<file path="config.mk">
export PLATFORM = sky130hd
export DESIGN_NAME = quiz_countdown_ctrl_flat
export DESIGN_NICKNAME = d
export VERILOG_FILES = /design/src/rtl/quiz_countdown_ctrl_if.sv /design/src/rtl/quiz_countdown_ctrl.sv /design/src/flat_wrapper.sv
export SDC_FILE = /design/constraint.sdc
export NUM_CORES = 1
export LEC_CHECK = 0
export CORE_MARGIN = 5
export CORE_UTILIZATION = 59
export CTS_CLUSTER_SIZE = 8
export DETAILED_ROUTE_END_ITERATION = 7
export PLACE_DENSITY = 0.83
export SETUP_SLACK_MARGIN = 0.02
export SYNTH_ARGS = -nofsm -noshare
export SYNTH_HDL_FRONTEND = slang
export SYNTH_SLANG_ARGS = --single-unit
</file>
<file path="constraint.sdc">
create_clock -name clk -period 3 [get_ports clk]
set_input_delay 0.3 -clock clk [delete_from_list [all_inputs] [get_ports clk]]
set_output_delay 0.3 -clock clk [all_outputs]
set_load 0.01 [all_outputs]
</file>
<file path="src/rtl/quiz_countdown_ctrl_if.sv">
// Host/display-side signal bundle for the quiz buzzer countdown controller.
// The controller uses the slave modport; the host or bench uses master.
interface quiz_countdown_ctrl_if #(
  parameter int N   = 4,
  parameter int WID = 2
);
  logic           start;
  logic           clear;
  logic [N-1:0]   buzz;
  logic [3:0]     bcd;
  logic [WID-1:0] winner;
  logic           winner_valid;
  logic [N-1:0]   foul;
  logic           alarm;
  logic [1:0]     state;

  modport master (
    output start, clear, buzz,
    input  bcd, winner, winner_valid, foul, alarm, state
  );

  modport slave (
    input  start, clear, buzz,
    output bcd, winner, winner_valid, foul, alarm, state
  );
endinterface

</file>
<file path="src/rtl/quiz_countdown_ctrl.sv">
// Quiz buzzer controller: prescaled one-digit BCD countdown, first-responder
// capture with fixed priority, sticky foul mask for early presses, timeout alarm.
module quiz_countdown_ctrl #(
  parameter int N         = 4,
  parameter int WID       = 2,
  parameter int TICK_DIV  = 50_000_000,
  parameter int START_VAL = 9
) (
  input  logic               clk,
  input  logic               reset,
  quiz_countdown_ctrl_if.slave bus
);

  localparam int            PW         = (TICK_DIV > 2) ? $clog2(TICK_DIV) : 1;
  localparam logic [PW-1:0] PRESC_LAST = PW'(TICK_DIV - 1);
  localparam logic [3:0]    BCD_PRESET = 4'(START_VAL);

  typedef enum logic [1:0] {
    ST_IDLE     = 2'd0,
    ST_RUN      = 2'd1,
    ST_ANSWERED = 2'd2,
    ST_TIMEOUT  = 2'd3
  } state_t;

  state_t         state_r;
  state_t         state_nxt_s;
  logic           start_q_r;
  logic           start_rise_s;
  logic [PW-1:0]  presc_r;
  logic [PW-1:0]  presc_nxt_s;
  logic           tick_s;
  logic [N-1:0]   eligible_s;
  logic [3:0]     bcd_r;
  logic [3:0]     bcd_nxt_s;
  logic [WID-1:0] winner_r;
  logic [WID-1:0] winner_nxt_s;
  logic           winner_valid_r;
  logic           winner_valid_nxt_s;
  logic [N-1:0]   foul_r;
  logic [N-1:0]   foul_nxt_s;
  logic           alarm_r;
  logic           alarm_nxt_s;

  // Lowest set index wins; scanning downward leaves the smallest index last.
  function automatic logic [WID-1:0] first_set(input logic [N-1:0] v);
    logic [WID-1:0] idx;
    idx = {WID{1'b0}};
    for (int i = N - 1; i >= 0; i--) begin
      if (v[i]) begin
        idx = WID'(i);
      end else begin
        idx = idx;
      end
    end
    return idx;
  endfunction

  assign start_rise_s = bus.start & ~start_q_r;
  assign tick_s       = (state_r == ST_RUN) && (presc_r == PRESC_LAST);
  assign eligible_s   = bus.buzz & ~foul_r;

  // State register; the board logic updates on the falling clock edge.
  always_ff @(negedge clk) begin
    if (reset) begin
      state_r <= ST_IDLE;
    end else begin
      state_r <= state_nxt_s;
    end
  end

  // Next-state decode; clear overrides every state.
  always_comb begin
    state_nxt_s = state_r;
    if (bus.clear) begin
      state_nxt_s = ST_IDLE;
    end else begin
      case (state_r)
        ST_IDLE: begin
          if (start_rise_s) begin
            state_nxt_s = ST_RUN;
          end else begin
            state_nxt_s = ST_IDLE;
          end
        end
        ST_RUN: begin
          // A valid buzz beats a coincident tick, including the final one.
          if (eligible_s != {N{1'b0}}) begin
            state_nxt_s = ST_ANSWERED;
          end else if (tick_s && (bcd_r == 4'd0)) begin
            state_nxt_s = ST_TIMEOUT;
          end else begin
            state_nxt_s = ST_RUN;
          end
        end
        ST_ANSWERED: state_nxt_s = ST_ANSWERED;
        ST_TIMEOUT:  state_nxt_s = ST_TIMEOUT;
        default:     state_nxt_s = ST_IDLE;
      endcase
    end
  end

  // Next values of the datapath and of every registered output.
  always_comb begin
    presc_nxt_s        = {PW{1'b0}};
    bcd_nxt_s          = bcd_r;
    winner_nxt_s       = winner_r;
    winner_valid_nxt_s = winner_valid_r;
    foul_nxt_s         = foul_r;
    alarm_nxt_s        = alarm_r;
    if (bus.clear) begin
      bcd_nxt_s          = BCD_PRESET;
      winner_nxt_s       = {WID{1'b0}};
      winner_valid_nxt_s = 1'b0;
      foul_nxt_s         = {N{1'b0}};
      alarm_nxt_s        = 1'b0;
    end else begin
      case (state_r)
        ST_IDLE: begin
          bcd_nxt_s  = BCD_PRESET;
          foul_nxt_s = foul_r | bus.buzz;
        end
        ST_RUN: begin
          if (eligible_s != {N{1'b0}}) begin
            winner_nxt_s       = first_set(eligible_s);
            winner_valid_nxt_s = 1'b1;
          end else if (tick_s) begin
            if (bcd_r == 4'd0) begin
              alarm_nxt_s = 1'b1;
              bcd_nxt_s   = 4'd0;
            end else begin
              bcd_nxt_s = bcd_r - 4'd1;
            end
          end else begin
            presc_nxt_s = presc_r + {{(PW-1){1'b0}}, 1'b1};
          end
        end
        ST_ANSWERED: begin
          bcd_nxt_s = bcd_r;
        end
        ST_TIMEOUT: begin
          alarm_nxt_s        = 1'b1;
          bcd_nxt_s          = 4'd0;
          winner_valid_nxt_s = 1'b0;
        end
        default: begin
          bcd_nxt_s = BCD_PRESET;
        end
      endcase
    end
  end

  // Datapath and output registers, including the start edge detector.
  always_ff @(negedge clk) begin
    if (reset) begin
      start_q_r      <= 1'b0;
      presc_r        <= {PW{1'b0}};
      bcd_r          <= BCD_PRESET;
      winner_r       <= {WID{1'b0}};
      winner_valid_r <= 1'b0;
      foul_r         <= {N{1'b0}};
      alarm_r        <= 1'b0;
    end else begin
      start_q_r      <= bus.start;
      presc_r        <= presc_nxt_s;
      bcd_r          <= bcd_nxt_s;
      winner_r       <= winner_nxt_s;
      winner_valid_r <= winner_valid_nxt_s;
      foul_r         <= foul_nxt_s;
      alarm_r        <= alarm_nxt_s;
    end
  end

  assign bus.state        = state_r;
  assign bus.bcd          = bcd_r;
  assign bus.winner       = winner_r;
  assign bus.winner_valid = winner_valid_r;
  assign bus.foul         = foul_r;
  assign bus.alarm        = alarm_r;

endmodule
</file>
<file path="src/flat_wrapper.sv">
// flat-port wrapper written by rule: the top's interface ports become plain ports
module quiz_countdown_ctrl_flat 
#(
  parameter int N         = 4,
  parameter int WID       = 2,
  parameter int TICK_DIV  = 50_000_000,
  parameter int START_VAL = 9
)
  (clk, reset, bus_start, bus_clear, bus_buzz, bus_bcd, bus_winner, bus_winner_valid, bus_foul, bus_alarm, bus_state);
  quiz_countdown_ctrl_if #(.N(N), .WID(WID)) bus_i ();
  input  logic clk;
  input  logic reset;
  input wire logic [$bits(bus_i.start)-1:0] bus_start;
  input wire logic [$bits(bus_i.clear)-1:0] bus_clear;
  input wire logic [$bits(bus_i.buzz)-1:0] bus_buzz;
  output wire logic [$bits(bus_i.bcd)-1:0] bus_bcd;
  output wire logic [$bits(bus_i.winner)-1:0] bus_winner;
  output wire logic [$bits(bus_i.winner_valid)-1:0] bus_winner_valid;
  output wire logic [$bits(bus_i.foul)-1:0] bus_foul;
  output wire logic [$bits(bus_i.alarm)-1:0] bus_alarm;
  output wire logic [$bits(bus_i.state)-1:0] bus_state;
  assign bus_i.start = bus_start;
  assign bus_i.clear = bus_clear;
  assign bus_i.buzz = bus_buzz;
  assign bus_bcd = bus_i.bcd;
  assign bus_winner = bus_i.winner;
  assign bus_winner_valid = bus_i.winner_valid;
  assign bus_foul = bus_i.foul;
  assign bus_alarm = bus_i.alarm;
  assign bus_state = bus_i.state;
  quiz_countdown_ctrl #(.N(N), .WID(WID), .TICK_DIV(TICK_DIV), .START_VAL(START_VAL)) u_core (.clk(clk), .reset(reset), .bus(bus_i));
endmodule
</file>
==> flow_metrics.env <==
export IMPL_status="completed"
export IMPL_gp_congestion=0.828
export IMPL_internal_power_uw=736
export IMPL_hp_class="flop to flop"
export IMPL_cts_tree="done"
export IMPL_synth_seq_cells=41
export IMPL_ir_drop_uv=333
export IMPL_fin_ws_ns=0.120
export IMPL_die_width_um=67.1
export IMPL_die_area_um2=4510
export IMPL_arrival_ns=2.58
export IMPL_rows=20
export IMPL_min_path_cells=2
export IMPL_final_common_cell="inv_1"
export IMPL_seq_area_frac_synth_pct=42.6
export IMPL_crit_buf_inv=1
export IMPL_crit_path_max_fanout=6
export IMPL_ant_nets=0
export IMPL_dr_pass1_iters=4
export IMPL_post_cts_setup_buffers=0
export IMPL_fin_area_um2=2540
export IMPL_timing_max_cap_violations=0
export IMPL_ys_flop_type="dfxtp_1"
export IMPL_port_buffers=21
export IMPL_root_buffer="clkbuf_4"
export IMPL_h_tree_depth=2
export IMPL_synth_edff_count=0
export IMPL_dp_slack_ns=-0.409
export IMPL_via_per_inst=5.35
export IMPL_pwr_share_seq_pct=50.9
export IMPL_rsz0062_at_grt="no"
export IMPL_placed_cell_area_um2=2250
export IMPL_drc_errors=0
export IMPL_min_delay_start="u_core.bus.alarm"
export IMPL_maxSlewHeadroom_pct=67.7
export IMPL_hold_viol_final=0
export IMPL_layout_common_cells="inv_1 (50), nor2_1 (42), dfxtp_1 (40)"
export IMPL_r2r_end="u_core.bus.alarm"
export IMPL_numClockSinks=41
export IMPL_hold_ws_ns=0.447
export IMPL_path_cells="dlygate4sd2_1"
export IMPL_overflow=0
export IMPL_crit_slowest_cell="dfxtp_2"
export IMPL_cpLargestDelayFamily="flip-flops"
export IMPL_p_switching_uw=356
export IMPL_p_clk_share_pct=43.5
export IMPL_finalClockSkew_ns=0.0421
export IMPL_finalSetupTns_ns=0
export IMPL_synth_async_reset_ratio_pct=0
export IMPL_num_antenna_cells=0
export IMPL_nNetsFinal=314
export IMPL_clockBufferDepth=2
export IMPL_grt_usage_pct=22.0
export IMPL_drtIter0Drc=111
export IMPL_nFillCells=227
export IMPL_r2r_cells=6
export IMPL_clock_latency_ns=0.43
export IMPL_r2r_start="u_core.presc_r[0]"
export IMPL_start_util_pct=62.1
export IMPL_syn_area_um2=1930
export IMPL_grt_pass1_vias=1913
export IMPL_hold_path_end="u_core.bus.alarm"
export IMPL_drt_wirelength_per_cell_um=12.6
export IMPL_synth_cell_types=40
export IMPL_yosysWarnings=0
export IMPL_syn_num_nets=239
export IMPL_cts_buffers=5
export IMPL_vias=1858
export IMPL_syn_inst=228
export IMPL_setup_viol=0
export IMPL_path_clk_slew_ns=0.05
export IMPL_synth_avg_cell_area_um2=8.45
export IMPL_syn2layout_area_growth_pct=32.1
export IMPL_cp_start_kind="flop"
export IMPL_utilization_pct=82.0
export IMPL_num_io_pins=22
export IMPL_maxSlewViolCount=0
export IMPL_wl_mm=4.36
export IMPL_pwr_share_comb_pct=5.6
export IMPL_grt_max_degree=27
export IMPL_switching_share_pct=32.6
export IMPL_hold_buffers=0
export IMPL_crit_path_max_incr_delay_ns=0.38
export IMPL_reg2reg_slack_ns=0.92
export IMPL_worstMarginPinSlew_ns=0.480
export IMPL_cp_end_kind="output pin"
export IMPL_core_area_um2=3100
export IMPL_cp_data_required_time_ns=2.70
export IMPL_dp_hpwl_mm=2.78
export IMPL_die_y_um=67.1
export IMPL_p_per_area_nw_per_um2=429
export IMPL_grt_pass1_wl_mm=7.60
export IMPL_crit_type="flop to output pin"
export IMPL_total_leakage_power_uw=0.00112
export IMPL_antenna_found_initial=0
export IMPL_drive_gt1_share_pct=12.9
==> synth_stat cells, drive strengths merged, types with 6 or more instances <==
master / number / area share (%)
nand3: 11 / 2.9
nand4: 7 / 2.3
inv: 9 / 1.8
xnor2: 17 / 7.7
a21oi: 15 / 4.1
nor2: 46 / 9.0
nand2: 10 / 1.9
dfxtp: 41 / 43
nor3: 10 / 3.2
buf: 6 / 1.9
nand2b: 6 / 1.9
xor2: 7 / 3.2
==> cell families after synthesis <==
logic type      count (synthesis)  synth area share (%)
compound gates                 27                  8.64
xor+xnor                       24                  10.9
fa+ha+maj                       3                  1.95
buf+inv                        17                  4.03
flops                          41                  42.6
simple gates                  116                  31.9
==> how the worst max path moves through the flow <==
| stage | end | start | slack [ns] | cells past startpoint |
|---|---|---|---|---|
| final | bus_bcd[0] | u_core.bus.bcd[0] | 0.12 | 1 |
| after global routing | bus_bcd[0] | u_core.bus.bcd[0] | 0.05 | 1 |
| after detailed placement | u_core.presc_r[4] | bus_buzz[3] | -0.41 | 6 |
| after CTS | u_core.presc_r[4] | bus_buzz[3] | 0.03 | 6 |
| after floorplan | u_core.bus.bcd[1] | bus_buzz[3] | 0.06 | 5 |
| after global placement | u_core.presc_r[18] | bus_buzz[3] | -0.38 | 6 |
==> timing repair <==
item / in CTS / in global routing
setup endpoints to repair: 29 / 29
cloned: 0 / 3
pin swaps: 0 / 3
gates resized for setup: 16 / 16
==> metal layers <==
layer  vias up  wire [µm]  global-route usage [%]
li1        934          -                       -
met1       857       1890                    23.5
met2        62       2170                    36.0
met3         5        236                    8.82
met4         0         58                    13.9
met5         -          0                       0
==> cell type report <==
type                       count  area [µm²]  share of cell area (%)
multi-input combinational    170        1070                    41.9
sequential                    41         822                    32.3
timing repair buffer          36         372                    14.6
clock inverter                43         163                    6.39
tap                           44        55.1                    2.16
clock buffer                   5        37.5                    1.47
inverter                       8        30.0                    1.18
==> flip-flops by register name (all words and copies together), names as in the netlist <==
signal,count
u_core.bus.foul,4
u_core.bus.winner,2
u_core.bus.state,2
u_core.bus.bcd,4
u_core.presc_r,26
u_core.start_q_r,1
u_core.bus.alarm,1
u_core.bus.winner_valid,1
==> stage by stage <==
| stage | std cells | power (µW) |
|---|---|---|
| finish | 347 | 1090 |
| global route | 347 | 1210 |
| CTS | 344 | 1100 |
| detailed placement | 297 | 714 |
| global placement | 297 | 713 |
| floorplan | 228 | 679 |
==> power groups by stage <==
| stage | logic (µW) | clock network (µW) | registers, µW |
|---|---|---|---|
| floorplan | 26.4 | 85.4 | 568 |
| global placement | 62.8 | 85.4 | 565 |
| detailed placement | 63.6 | 85.4 | 565 |
| CTS | 61.1 | 486 | 555 |
| global route | 68.0 | 591 | 554 |
| finish | 61.4 | 475 | 555 |
No activity file was read; power rests on OpenSTA's default activity.
